<file path="src/rtl/mb_poll.sv">
// rtl/mb_poll.sv - Modbus slave poll engine consuming port events
//
// Purpose: takes one event at a time from the port event queue, fetches and
// address-filters received frames, self-posts EXECUTE for accepted frames,
// runs the function handler with a timeout, and hands responses to the RTU
// transmitter.
//
// Ports:
//   clk, rst_n                      clock, asynchronous active-low reset
//   enable, slave_addr              stack enable (gates new events), own address
//   ev_valid, ev_code, ev_get       event queue consumer side
//   ev_post, ev_post_code           event queue producer side (EXECUTE)
//   rx_req/rx_ack/rx_ok/rx_addr/rx_func     frame fetch handshake with receiver
//   fn_start/fn_code/fn_done/fn_exc/fn_exc_code   function handler handshake
//   tx_start/tx_ack/tx_func/tx_exc_code     response handshake with transmitter
//   busy, rx_err_cnt                status: not idle, saturating bad-frame count

module mb_poll #(
  parameter int FN_TIMEOUT = 1024,
  parameter int ERR_W      = 8
) (
  input  logic             clk,
  input  logic             rst_n,
  input  logic             enable,
  input  logic [7:0]       slave_addr,
  input  logic             ev_valid,
  input  logic [1:0]       ev_code,
  output logic             ev_get,
  output logic             ev_post,
  output logic [1:0]       ev_post_code,
  output logic             rx_req,
  input  logic             rx_ack,
  input  logic             rx_ok,
  input  logic [7:0]       rx_addr,
  input  logic [7:0]       rx_func,
  output logic             fn_start,
  output logic [7:0]       fn_code,
  input  logic             fn_done,
  input  logic             fn_exc,
  input  logic [7:0]       fn_exc_code,
  output logic             tx_start,
  input  logic             tx_ack,
  output logic [7:0]       tx_func,
  output logic [7:0]       tx_exc_code,
  output logic             busy,
  output logic [ERR_W-1:0] rx_err_cnt
);

  localparam int CNT_W = $clog2(FN_TIMEOUT + 1);

  localparam logic [1:0] EV_READY      = 2'd0;
  localparam logic [1:0] EV_FRAME_RECV = 2'd1;
  localparam logic [1:0] EV_EXECUTE    = 2'd2;

  typedef enum logic [2:0] {
    S_IDLE     = 3'd0,
    S_DISPATCH = 3'd1,
    S_RX_WAIT  = 3'd2,
    S_FN_WAIT  = 3'd3,
    S_TX_WAIT  = 3'd4
  } state_t;

  state_t state_q, state_d;

  logic [1:0]       code_q, code_d;
  logic [7:0]       addr_q, addr_d;
  logic [7:0]       func_q, func_d;
  logic             frame_valid_q, frame_valid_d;
  logic [CNT_W-1:0] tmo_cnt_q, tmo_cnt_d;

  logic             ev_get_q, ev_get_d;
  logic             ev_post_q, ev_post_d;
  logic [1:0]       ev_post_code_q, ev_post_code_d;
  logic             rx_req_q, rx_req_d;
  logic             fn_start_q, fn_start_d;
  logic             tx_start_q, tx_start_d;
  logic [7:0]       tx_func_q, tx_func_d;
  logic [7:0]       tx_exc_code_q, tx_exc_code_d;
  logic             busy_q, busy_d;
  logic [ERR_W-1:0] rx_err_cnt_q, rx_err_cnt_d;

  logic addr_match;
  logic fn_finish;
  logic exc_now;
  logic [7:0] exc_code_now;

  // Broadcast (address 0) is accepted alongside our own address.
  assign addr_match   = (rx_addr == slave_addr) || (rx_addr == 8'h00);
  // Handler completes either by fn_done or by the timeout counter draining.
  assign fn_finish    = fn_done || (tmo_cnt_q == '0);
  assign exc_now      = fn_done ? fn_exc : 1'b1;
  assign exc_code_now = fn_done ? fn_exc_code : 8'h04;

  // State and output registers.
  always_ff @(posedge clk or negedge rst_n) begin
    if (!rst_n) begin
      state_q        <= S_IDLE;
      code_q         <= '0;
      addr_q         <= '0;
      func_q         <= '0;
      frame_valid_q  <= 1'b0;
      tmo_cnt_q      <= '0;
      ev_get_q       <= 1'b0;
      ev_post_q      <= 1'b0;
      ev_post_code_q <= '0;
      rx_req_q       <= 1'b0;
      fn_start_q     <= 1'b0;
      tx_start_q     <= 1'b0;
      tx_func_q      <= '0;
      tx_exc_code_q  <= '0;
      busy_q         <= 1'b0;
      rx_err_cnt_q   <= '0;
    end else begin
      state_q        <= state_d;
      code_q         <= code_d;
      addr_q         <= addr_d;
      func_q         <= func_d;
      frame_valid_q  <= frame_valid_d;
      tmo_cnt_q      <= tmo_cnt_d;
      ev_get_q       <= ev_get_d;
      ev_post_q      <= ev_post_d;
      ev_post_code_q <= ev_post_code_d;
      rx_req_q       <= rx_req_d;
      fn_start_q     <= fn_start_d;
      tx_start_q     <= tx_start_d;
      tx_func_q      <= tx_func_d;
      tx_exc_code_q  <= tx_exc_code_d;
      busy_q         <= busy_d;
      rx_err_cnt_q   <= rx_err_cnt_d;
    end
  end

  // Next-state logic.
  always_comb begin
    state_d = state_q;
    unique case (state_q)
      S_IDLE: begin
        if (ev_valid && enable) state_d = S_DISPATCH;
      end
      S_DISPATCH: begin
        if (code_q == EV_FRAME_RECV) begin
          state_d = S_RX_WAIT;
        end else if (code_q == EV_EXECUTE && frame_valid_q) begin
          state_d = S_FN_WAIT;
        end else begin
          state_d = S_IDLE;
        end
      end
      S_RX_WAIT: begin
        if (rx_ack) state_d = S_IDLE;
      end
      S_FN_WAIT: begin
        if (fn_finish) state_d = (addr_q == 8'h00) ? S_IDLE : S_TX_WAIT;
      end
      S_TX_WAIT: begin
        if (tx_ack) state_d = S_IDLE;
      end
      default: state_d = S_IDLE;
    endcase
  end

  // Output and datapath logic.
  always_comb begin
    code_d         = code_q;
    addr_d         = addr_q;
    func_d         = func_q;
    frame_valid_d  = frame_valid_q;
    tmo_cnt_d      = tmo_cnt_q;
    ev_get_d       = 1'b0;
    ev_post_d      = 1'b0;
    ev_post_code_d = ev_post_code_q;
    rx_req_d       = rx_req_q;
    fn_start_d     = 1'b0;
    tx_start_d     = tx_start_q;
    tx_func_d      = tx_func_q;
    tx_exc_code_d  = tx_exc_code_q;
    rx_err_cnt_d   = rx_err_cnt_q;
    busy_d         = (state_d != S_IDLE);

    unique case (state_q)
      S_IDLE: begin
        if (ev_valid && enable) begin
          ev_get_d = 1'b1;
          code_d   = ev_code;
        end
      end
      S_DISPATCH: begin
        if (code_q == EV_FRAME_RECV) begin
          rx_req_d = 1'b1;
        end else if (code_q == EV_EXECUTE && frame_valid_q) begin
          fn_start_d = 1'b1;
          tmo_cnt_d  = CNT_W'(FN_TIMEOUT);
        end
      end
      S_RX_WAIT: begin
        if (rx_ack) begin
          rx_req_d = 1'b0;
          if (!rx_ok) begin
            if (rx_err_cnt_q != '1) rx_err_cnt_d = rx_err_cnt_q + 1'b1;
          end else if (addr_match) begin
            addr_d         = rx_addr;
            func_d         = rx_func;
            frame_valid_d  = 1'b1;
            ev_post_d      = 1'b1;
            ev_post_code_d = EV_EXECUTE;
          end
        end
      end
      S_FN_WAIT: begin
        if (fn_finish) begin
          if (addr_q != 8'h00) begin
            tx_start_d    = 1'b1;
            tx_func_d     = exc_now ? (func_q | 8'h80) : func_q;
            tx_exc_code_d = exc_now ? exc_code_now : 8'h00;
          end
        end else begin
          tmo_cnt_d = tmo_cnt_q - 1'b1;
        end
      end
      S_TX_WAIT: begin
        if (tx_ack) tx_start_d = 1'b0;
      end
      default: ;
    endcase
  end

  assign ev_get       = ev_get_q;
  assign ev_post      = ev_post_q;
  assign ev_post_code = ev_post_code_q;
  assign rx_req       = rx_req_q;
  assign fn_start     = fn_start_q;
  assign fn_code      = func_q;
  assign tx_start     = tx_start_q;
  assign tx_func      = tx_func_q;
  assign tx_exc_code  = tx_exc_code_q;
  assign busy         = busy_q;
  assign rx_err_cnt   = rx_err_cnt_q;

  // EV_READY and FRAME_SENT share the default dispatch path back to idle.
  logic unused_ok;
  assign unused_ok = (EV_READY == 2'd0);

endmodule

</file>
<file path="config.mk">
export PLATFORM = sky130hd
export DESIGN_NAME = mb_poll
export DESIGN_NICKNAME = d
export VERILOG_FILES = /design/src/rtl/mb_poll.sv
export SDC_FILE = /design/constraint.sdc
export NUM_CORES = 1
export LEC_CHECK = 0
export CAP_MARGIN = 15
export CORE_MARGIN = 2
export CORE_UTILIZATION = 45
export DETAILED_ROUTE_END_ITERATION = 7
export PLACE_DENSITY = 0.73
export RECOVER_POWER = 100
export REMOVE_ABC_BUFFERS = 1
export SLEW_MARGIN = 20
export SYNTH_ARGS = -nofsm -noshare
export SYNTH_HDL_FRONTEND = slang
export SYNTH_SLANG_ARGS = --single-unit
export TNS_END_PERCENT = 1
</file>
<file path="constraint.sdc">
create_clock -name clk -period 2.8 [get_ports clk]
set_input_delay 0.56 -clock clk [delete_from_list [all_inputs] [get_ports clk]]
set_output_delay 0.56 -clock clk [all_outputs]
set_load 0.02 [all_outputs]
</file>
==> qor.log, run 1 <==
qor: outcome.outcome finished, final reports clean
qor: cells_and_area.area_growth_syn_to_layout 34.3%
qor: routing.routed-via-count 2694
qor: routing.wire_per_inst 16.7 um
qor: power_and_ir_drop.static-leakage-power 1.78 nW
qor: logic_synthesis.synth_top_family_by_area simple AND/OR/NAND/NOR gates
qor: placement.port_buffers 81
qor: grt.first_global_vias 2666
qor: sta.setup-tns-final 0 ns
qor: logic_synthesis.yosys.cell_count.top_type sky130_fd_sc_hd__dfrtp_1
qor: placement.place.detailed.hpwl 5330 um
qor: logic_synthesis.yosys.area.top_type sky130_fd_sc_hd__dfrtp_1
qor: cts.clockBufferDepth 2
qor: logic_synthesis.synth.yosys.warnings 0
qor: sta.worst_slew_margin_rel 0.219
qor: die.ioPinCount 83
qor: setup_path.cp_data_arrival_time 2.67 ns
qor: die.die_y 86.3 um
qor: setup_path.cp_data_required_time 3.05 ns
qor: logic_synthesis.synth.top_cell.area_share 0.517
qor: setup_path.crit_path_top_delay_cell sky130_fd_sc_hd__clkbuf_1
qor: placement.finalWeightedCongestion 0.809
qor: die.dieWidth 86.3 um
qor: setup_path.critical_path_depth 6
qor: setup_path.worst_setup_path_end_kind register
qor: sta.report.final.slew_viol_count 0
qor: die.placementRows 29
qor: die.initial_utilization 0.472
qor: logic_synthesis.synth_enable_flop_cells 0
qor: setup_path.rr_worst_depth 6
qor: grt.grt_util_all_layers 0.214
qor: routing.drcViolationCount 0
qor: cts.path_clk_slew 0.07 ns
qor: cts.post_cts_resize_count 0
qor: placement.placement.cell_area 3920 um^2
qor: cts.clk_latency 0.34 ns
qor: sta.fmaxAchievable 0.414 GHz
qor: logic_synthesis.seq_area_frac_synth 0.517
qor: worst_hold_path.min_path_type input pin to async pin
qor: die.die_area 7440 um^2
qor: logic_synthesis.ys_seq_elements 63
qor: setup_path.critical_path.n_buffers_inverters 2
qor: setup_path.cp_cell_sequence clkdlybuf4s50_1 -> nor4bb_1 -> and2_0 -> clkbuf_1 -> nand4_1 -> o211ai_1
qor: sta.rsz_0062_raised_after_global_routing false
qor: setup_path.worst_path_largest_cell_delay 0.60 ns
qor: power_and_ir_drop.total_power_per_unit_cell_area 601 nW/um^2
qor: cells_and_area.drive_gt1_frac 0.0995
qor: cts.tritoncts yes
qor: die.coreArea 6460 um^2
qor: cells_and_area.fin_nets 412
qor: routing.vias_per_cell 6.00
qor: cells_and_area.antenna-diode-count 0
qor: setup_path.critical_path.startpoint_type input pin
qor: grt.grt_antenna_before_repair 0
qor: cts.post_cts.repair.setup_buffers 0
qor: cts.tritoncts.num_buffers 9
qor: sta.min_period_over_period 0.863
qor: sta.slew_at_the_pin_closest_to_its_max_slew_limit 1.17 ns
qor: grt.grt_max_degree 43
qor: run.drv_cap 0
qor: setup_path.worst-path-max-fanout 18
qor: logic_synthesis.synth.lib_cells_used.distinct 42
qor: power_and_ir_drop.peakVddDrop 0.315 mV
qor: logic_synthesis.async_flop_share 1.00
qor: cells_and_area.final_design_area_no_fill 4090 um^2
qor: placement.placedCellCount 433
qor: routing.drt-pass1-iter-count 4
qor: sta.number_of_endpoints_with_negative_hold_slack_in_the_final_report 0
qor: logic_synthesis.ys_top_cells_by_count sky130_fd_sc_hd__dfrtp_1, sky130_fd_sc_hd__nand2_1, sky130_fd_sc_hd__nand4_1
qor: logic_synthesis.post_synth_mux_area_share 0.0370
qor: logic_synthesis.synthAdderAreaFrac 0.00821
qor: cts.clk_root_buffer_cell sky130_fd_sc_hd__clkbuf_8
qor: logic_synthesis.post_synth_main_area_contributors sky130_fd_sc_hd__dfrtp_1, sky130_fd_sc_hd__o211ai_1, sky130_fd_sc_hd__nand4_1
qor: sta.setup_viol 0
qor: logic_synthesis.syn_inst 289
qor: cts.htree_levels 3
qor: logic_synthesis.primary_flip_flop_cell_chosen_by_synthesis_mapping sky130_fd_sc_hd__dfrtp_1
qor: routing.finalWirelength 7520 um
qor: cts.cts_hold_buffers 0
qor: logic_synthesis.synth_compound_area_frac 0.155
qor: cells_and_area.instances_no_fill 449
qor: setup_path.worstSetupPathType input pin to register
qor: logic_synthesis.syn_avg_cell_area 10.5 um^2
qor: logic_synthesis.synthesis.area 3050 um^2
qor: routing.postRouteAntennaNets 0
qor: logic_synthesis.yosys.area_share.simple 0.205
qor: sta.finalCriticalPeriod 2.42 ns
qor: routing.initialDrtViolationCount 205
qor: sta.fin_skew 0.00756 ns
qor: logic_synthesis.synthXorXnorAreaFrac 0.0431
qor: grt.grt_pass1_wl 12600 um
qor: cts.cts.sinks 63
qor: power_and_ir_drop.totalPowerFinal 2.46 mW
qor: setup_path.cp_top_family buffers and inverters
qor: grt.globalRouteOverflowTotal 0
-- sequential cells by signal, summed over array words and instances, names as in the netlist, 2 cells and up --
register and flops:
tmo_cnt_q 11, addr_q 8, fn_code 8, rx_err_cnt 8, tx_exc_code 8, tx_func 8, state_q 3, code_q 2
-- power by group --
group,internal [mW],switching (mW),leakage (nW)
registers,1.02,0.0743,0.767
clock network,0.412,0.375,0.0956
logic,0.288,0.288,0.919
total,1.72,0.738,1.78
-- metal layers --
layer | vias up | track usage | wire length, um
met5 | - | 0 | 0
met4 | 0 | 0.109 | 136
met3 | 12 | 0.0448 | 519
met2 | 123 | 0.333 | 3670
met1 | 1297 | 0.285 | 3200
li1 | 1262 | - | -
-- logic make-up (layout without fill, tap and decap cells) --
| kind of cell | count (synthesis) | in the layout |
|---|---|---|
| and+or+nand+nor | 109 | 109 |
| AOI/OAI and AO/OA | 65 | 65 |
| DFF | 63 | 63 |
| buffers and inverters | 24 | 107 |
| xor gates and xnor gates | 15 | 15 |
| muxes | 10 | 10 |
| adders and majority gates | 2 | 2 |
| other | 1 | 1 |
-- path summary, 6_finish.rpt --
check / start / endpoint / slack (ns)
worst max-delay path: rx_ack / addr_q[1] / 0.38
max in group asynchronous: rst_n / tx_func[7] / 0.76
worst min-delay path: rst_n / rx_err_cnt[5] / 0.43
worst min register to register: rx_err_cnt[7] / rx_err_cnt[7] / 0.49
worst max register to register: tmo_cnt_q[0] / tx_func[6] / 0.49
min in group clk: rx_err_cnt[7] / rx_err_cnt[7] / 0.49
-- placed cells by master (no fill, tap or decap), types with 7 or more instances in the layout --
master / netlist / layout
sky130_fd_sc_hd__dfrtp_1: 63 / 63
sky130_fd_sc_hd__nand4_1: 22 / 22
sky130_fd_sc_hd__or4_1: 7 / 7
sky130_fd_sc_hd__a21oi_1: 8 / 8
sky130_fd_sc_hd__dlygate4sd3_1: 0 / 40
sky130_fd_sc_hd__o211ai_1: 21 / 21
sky130_fd_sc_hd__xnor2_1: 14 / 14
sky130_fd_sc_hd__nand3_1: 14 / 14
sky130_fd_sc_hd__a22oi_1: 8 / 8
sky130_fd_sc_hd__mux2_2: 10 / 10
sky130_fd_sc_hd__clkbuf_8: 0 / 9
sky130_fd_sc_hd__nand2_1: 28 / 28
sky130_fd_sc_hd__clkdlybuf4s50_1: 0 / 40
-- area by class of cell --
cell class | instances | area, um^2
clock buffer | 9 | 124
clock inverter | 7 | 72.6
fill | 520 | 2370
inverter | 4 | 15.0
multi-input combinational | 202 | 1360
sequential | 63 | 1580
tap | 77 | 96.3
timing repair buffer | 87 | 843
-- through the flow --
step	util	hold WS (ns)	worst slack, ns
6_report	0.633	0.428	0.383
5_1_grt	0.633	0.513	0.188
4_1_cts	0.637	0.196	0.504
3_5_place_dp	0.607	0.485	0.264
3_3_place_gp	0.607	0.477	0.378
2_1_floorplan	-	0.264	0.739
-- worst reg2reg max path, stage by stage, from the launching register on --
cell	delay, ns
sky130_fd_sc_hd__dfrtp_1	0.40
sky130_fd_sc_hd__inv_1	0.07
sky130_fd_sc_hd__ha_1	0.18
sky130_fd_sc_hd__nor3b_1	0.37
sky130_fd_sc_hd__a31o_2	0.26
sky130_fd_sc_hd__and2_0	0.51
sky130_fd_sc_hd__mux2_2	0.41
Note: power is estimated with default switching activity, not from simulation.
==> inputs of run 2 (changes only) <==
--- a/config.mk
+++ b/config.mk
@@ -12,6 +12,7 @@
 export PLACE_DENSITY = 0.73
 export RECOVER_POWER = 100
 export REMOVE_ABC_BUFFERS = 1
+export SKIP_LAST_GASP = 1
 export SLEW_MARGIN = 20
 export SYNTH_ARGS = -nofsm -noshare
 export SYNTH_HDL_FRONTEND = slang
==> results of run 2 <==
Same layout as run 1: the final DEF is identical, and so are final timing and power.
